## src/rtl/mem_router.sv

```systemverilog
// mem_router: single-master to NSLV-slave memory bus router.
// Window decode, optional rebase, one outstanding txn, error on miss/timeout.
module mem_router #(
    parameter int unsigned         NSLV       = 5,
    parameter logic [NSLV*32-1:0]  SLV_BASE   = {NSLV{32'h0}},
    parameter logic [NSLV*32-1:0]  SLV_TOP    = {NSLV{32'h0}},
    parameter logic [NSLV-1:0]     SLV_REBASE = {NSLV{1'b1}},
    parameter int unsigned         TIMEOUT    = 255
) (
    input  logic                 clock,
    input  logic                 reset,
    input  logic                 mem_valid,
    input  logic                 mem_instr,
    input  logic [31:0]          mem_addr,
    input  logic [31:0]          mem_wdata,
    input  logic [3:0]           mem_wstrb,
    output logic [31:0]          mem_rdata,
    output logic                 mem_ready,
    output logic                 mem_error,
    output logic [NSLV-1:0]      slv_valid,
    output logic                 slv_instr,
    output logic [31:0]          slv_addr,
    output logic [31:0]          slv_wdata,
    output logic [3:0]           slv_wstrb,
    input  logic [NSLV*32-1:0]   slv_rdata,
    input  logic [NSLV-1:0]      slv_ready,
    output logic [15:0]          err_count
);

    localparam int SW = (NSLV > 1) ? $clog2(NSLV) : 1;

    typedef enum logic [1:0] {
        S_IDLE,
        S_REQ,
        S_WAIT,
        S_ERR
    } state_t;

    state_t          state;
    logic [SW-1:0]   sel;
    logic [31:0]     tcnt;
    logic [15:0]     err_cnt;

    logic            hit;
    logic [NSLV-1:0] hit_oh;
    logic [SW-1:0]   hit_idx;
    logic [31:0]     hit_addr;

    logic            sel_ready;
    logic [31:0]     sel_rdata;
    logic            tmo;

    // Window decode: offset < size covers base<=addr<top; lowest index wins.
    always_comb begin
        hit      = 1'b0;
        hit_oh   = '0;
        hit_idx  = '0;
        hit_addr = mem_addr;
        for (int k = NSLV - 1; k >= 0; k--) begin
            if ((SLV_BASE[32*k +: 32] < SLV_TOP[32*k +: 32]) &&
                ((mem_addr - SLV_BASE[32*k +: 32]) <
                 (SLV_TOP[32*k +: 32] - SLV_BASE[32*k +: 32]))) begin
                hit      = 1'b1;
                hit_oh   = '0;
                hit_oh[k] = 1'b1;
                hit_idx  = SW'(k);
                hit_addr = SLV_REBASE[k] ?
                           (mem_addr - SLV_BASE[32*k +: 32]) : mem_addr;
            end
        end
    end

    assign sel_ready = slv_ready[sel];
    assign sel_rdata = slv_rdata[32*32'(sel) +: 32];
    assign tmo       = (TIMEOUT != 0) && ((tcnt + 32'd1) == TIMEOUT);

    // Completion path is combinational so ready reaches the core same cycle.
    always_comb begin
        mem_ready = 1'b0;
        mem_error = 1'b0;
        mem_rdata = '0;
        if (state == S_ERR) begin
            mem_ready = 1'b1;
            mem_error = 1'b1;
        end else if (state == S_WAIT) begin
            if (sel_ready) begin
                mem_ready = 1'b1;
                mem_rdata = sel_rdata;
            end else if (tmo) begin
                mem_ready = 1'b1;
                mem_error = 1'b1;
            end
        end
    end

    // Request FSM: latch decoded payload, pulse slave strobe, await response.
    always_ff @(posedge clock or posedge reset) begin
        if (reset) begin
            state     <= S_IDLE;
            sel       <= '0;
            tcnt      <= '0;
            slv_valid <= '0;
            slv_instr <= 1'b0;
            slv_addr  <= '0;
            slv_wdata <= '0;
            slv_wstrb <= '0;
        end else begin
            tcnt <= '0;
            unique case (state)
                S_IDLE: begin
                    if (mem_valid) begin
                        if (hit) begin
                            sel       <= hit_idx;
                            slv_valid <= hit_oh;
                            slv_instr <= mem_instr;
                            slv_addr  <= hit_addr;
                            slv_wdata <= mem_wdata;
                            slv_wstrb <= mem_wstrb;
                            state     <= S_REQ;
                        end else begin
                            state <= S_ERR;
                        end
                    end
                end
                S_REQ: begin
                    slv_valid <= '0;
                    state     <= S_WAIT;
                end
                S_WAIT: begin
                    if (sel_ready || tmo) begin
                        state <= S_IDLE;
                    end else begin
                        tcnt <= tcnt + 32'd1;
                    end
                end
                S_ERR: begin
                    state <= S_IDLE;
                end
                default: begin
                    state <= S_IDLE;
                end
            endcase
        end
    end

    // Saturating tally of error completions.
    always_ff @(posedge clock or posedge reset) begin
        if (reset) begin
            err_cnt <= '0;
        end else if (mem_ready && mem_error && (err_cnt != 16'hFFFF)) begin
            err_cnt <= err_cnt + 16'd1;
        end
    end

    assign err_count = err_cnt;

endmodule
```

## config.mk

```make
export PLATFORM = sky130hd
export DESIGN_NAME = mem_router
export DESIGN_NICKNAME = d
export VERILOG_FILES = /design/src/rtl/mem_router.sv
export SDC_FILE = /design/constraint.sdc
export NUM_CORES = 1
export LEC_CHECK = 0
export CAP_MARGIN = 20
export CORE_AREA = 2 2 141 143
export CTS_BUF_LIST = sky130_fd_sc_hd__clkbuf_8
export DETAILED_ROUTE_END_ITERATION = 10
export DIE_AREA = 0 0 143 145
export PLACE_DENSITY = 0.6
export SLEW_MARGIN = 20
export SYNTH_ARGS = -nofsm -noshare
export SYNTH_HDL_FRONTEND = slang
export SYNTH_SLANG_ARGS = --single-unit
```

## constraint.sdc

```tcl
create_clock -name clock -period 10.22 [get_ports clock]
set_input_delay 2.044 -clock clock [delete_from_list [all_inputs] [get_ports clock]]
set_output_delay 2.044 -clock clock [all_outputs]
set_load 0.02 [all_outputs]
```

==> impl_results.md <==
* Standby leakage power at 1.877 nW
* Netlist area before placement at 3652 µm²
* Final weighted congestion in routability-driven placement at 0.7570
* Initial Util at 19.02%
* Path depth of the worst reg2reg path at 11
* Endpoint class of the critical path: primary output
* Crit path depth at 10
* Peak supply drop at 138.1 µV
* Remaining global-route overflow at 0
* Wire length per cell at 10.29 µm
* Destination of the critical timing path: mem_error
* Post-route clock skew at 0.01273 ns
* Distinct cell type count of the synthesized netlist at 45
* Result of the run: finished, final reports clean
* Data required, critical path at 8.18 ns
* Gr usage total at 7.237%
* Detailed Routing Iterations Pass 1 at 4
* Tmin final at 6.364 ns
* Capturing point of the worst reg2reg path: tcnt[17]
* Buffers on Ports at 85
* Multi-input combinational cell area at 2042 µm²
* Signed area change from the synthesized netlist to the final layout at 27.06%
* Slew at the pin closest to its max-slew limit at 0.8543 ns
* Syn Inst Count at 407
* Via count of the first global-routing pass at 2433
* Placed cells at 749
* Number of diodes added for antenna fixing at 0
* Maximum fanout along the worst path at 16
* Total clock buffers created by CTS at 5
* Power Total at 621.0 µW
* Detail-routed via count per cell at 3.672
* Deepest level of the CTS H-tree at 2
* Number of buffers on the longest clock path at 2
* Final Hold Violating Endpoints at 0
* Final worst hold slack at 0.4941 ns
* Max-slew violation count at 0
* Final sum of negative setup slack at 0 ns
* Highest clock frequency the design can meet at 0.1571 GHz
* Number of antenna violations at the first check in global routing at 0
* Worst skew pair latency at 0.31 ns
* CP cell instances: ha_1, nand3_1, nor4_1, nand4_1, xor2_1, nand4_1, or4_4, o41a_4, nor2b_1, clkdlybuf4s50_1
* Total number of yosys warnings at 0
* Reg2reg start: tcnt[0]
* Detailed Route WL at 7.789 mm
* Slowest library cell on the worst path: nor4_1
* Number of setup buffers added after CTS at 0
* Core ar. at 19210 µm²
* Number of synthesized flops with an enable pin at 0
* Fraction of layout instances using a drive strength above 1 at 6.301%
* Horizontal die dimension at 143 µm
* Ports placed on the boundary at 361
* Path type of the worst min-delay path: reg2reg
* Number of max-capacitance violations reported at 0
* TritonCTS clock tree: built
* Bufs and invs on worst path at 1
* Fill cell instance count of the final layout at 2100
* Number of gates given a new drive strength after cts at 0
* Mean area per synthesized cell at 8.974 µm²
* Yosys top cell area share at 34.26%
* Root buffer selected by CTS: clkbuf_8
* Number of DRC violations after detailed routing at 0
* Post-route insts no fill at 757
* HPWL after detailed placement at 5.774 mm
* Final worst path period share at 62.27%
* Kind of start point of the critical path: flop
* Vias at 2780
* Most numerous cell on the critical path: nand4_1
* Largest net degree at the start of global routing at 51
* Final ANT Viol Nets at 0
* Worst slew margin relative to its limit at 43.05%
* Clock-pin slew of the registers on the worst-case setup and hold paths at 0.11 ns
* Setup slack of the worst register-to-register path at 6.23 ns
* Seq/Total Area, Yosys at 34.26%
* Die Y-Extent at 145 µm
* Num rows at 51
* Most used flip-flop cell after synthesis: dfrtp_1
* Area contributors post-synth: dfrtp_1 (34%), buf_4 (15%), xor2_1 (7.4%)
* Final nets at 731
* Power density over the cells at 133.8 nW/µm²
* Crit-path max cell delay at 0.65 ns
* Setup repair after global routing missed its margin: no
* Post-synthesis async set-or-reset flop share at 100.0%
* Worst setup path startpoint: tcnt[0]
* Area occupied by registers at 1251 µm²
* CP Class: reg2out
* Number of buffers inserted for hold repair after clock tree synthesis at 0
* CP Data Arrival Time at 4.32 ns
* First DRT Iteration DRCs at 111
* Cell class contributing the biggest share of worst-path delay: simple AND/OR/NAND/NOR gates
* Wire length of the first global-routing pass at 12.76 mm
* Die outline area at 20740 µm²
* Largest area contributor in the netlist: dfrtp_1
* Setup violations, final at 0
* Yosys reg bits at 50
* Num Clock Sinks at 50
[registers in the layout, indices dropped and copies added (netlist names)]
signal,cells
err_count,16
state,2
tcnt,32
[synth_stat cells (6+ instances only)]
master and instances:
xnor2_1 14, inv_1 7, nor3_1 6, nand3_1 23
nand4_1 9, o21ai_0 6, nor2_1 39, dfrtp_1 50
and2_1 38, nor3_2 7, buf_4 74, and3_1 17
xor2_1 31, nand2_1 20
[metal layers]
layer  global-route usage (%)  routed length [µm]
met1                    10.24                3644
met2                    11.58                3629
met3                    1.221                 445
met4                    1.436                  70
met5                        0                   0
[worst register-to-register path, stage by stage (launching register included)]
cell and delay, ns:
dfrtp_1 0.44, ha_1 0.28, nand3_1 0.19, nor4_1 0.65, nand4_1 0.19, xor2_1 0.21
nand4_1 0.14, or4_4 0.53, or3_1 0.38, nand3_1 0.42, buf_4 0.36, nor2_1 0.10
[logic make-up (layout without fill, tap and decap cells)]
group                    count (synthesis)  count (layout)  share of synthesized area (%)
adder cells (fa/ha/maj)                  3               3                          1.028
flip-flops                              50              50                          34.26
AND/OR/NAND/NOR                        191             191                          31.18
multiplexers                             4               4                          1.165
other                                    1              74                         0.1027
XOR/XNOR                                45              45                          10.79
AO/OA/AOI/OAI                           22              22                          4.145
buffers and inverters                   91             103                          17.33
[layout make-up]
cell class / instances / share of cell area, %
tap: 265 / 7.145
inverter: 7 / 0.5662
sequential: 50 / 26.96
clock buffer: 5 / 1.483
timing repair buffer: 88 / 18.82
multi-input combinational: 339 / 44.00
clock inverter: 3 / 1.025
[how the worst min path moves through the flow]
stage,startpoint,end,slack (ns),cells past startpoint
final,err_count[15],err_count[15],0.49,1
after global routing,state[0],state[0],0.52,1
after CTS,err_count[8],err_count[8],0.50,1
after detailed placement,err_count[8],err_count[8],0.48,1
after global placement,state[0],state[0],0.48,1
after floorplan,state[0],state[0],0.45,1
[per-stage QoR]
step                utilization (%)  instance area [µm²]  worst slack (ns)
floorplan                         -                 3926             4.945
global placement              23.56                 4524             3.976
detailed placement            23.56                 4524             3.969
CTS                           24.16                 4641             3.842
global route                  24.16                 4641             3.546
finish                        24.16                 4641             3.856
[power breakdown]
group / switching [mW] / leakage [nW] / internal (mW) / total [mW]
registers: 0.0237 / 0.647 / 0.213 / 0.237
logic: 0.139 / 1.17 / 0.0979 / 0.237
clock network: 0.0729 / 0.0591 / 0.0748 / 0.148
total: 0.235 / 1.88 / 0.386 / 0.621
[cells in the final DEF (no fill, tap or decap), types with 2 or more instances in the layout]
cell type        instances
nand2_1                 20
nor3b_2                  2
clkbuf_8                 5
nand3_4                  2
dfrtp_1                 50
nand2b_1                 2
and2_1                  38
o21ai_0                  5
xnor2_1                 14
a21oi_1                  5
nor4_1                   3
mux2_2                   2
nor3_1                   6
conb_1                  74
inv_6                    2
nand4_1                  9
and4_1                   5
nand3_1                 23
nor2b_1                  3
nor3b_1                  5
and3_1                  17
a41oi_1                  2
ha_1                     3
buf_4                    3
a31oi_1                  4
mux2i_1                  2
inv_1                    6
or3_1                    2
clkdlybuf4s50_1         85
nor2_1                  39
nor3_2                   7
xor2_1                  31
Power figures use the tool's default switching activity.
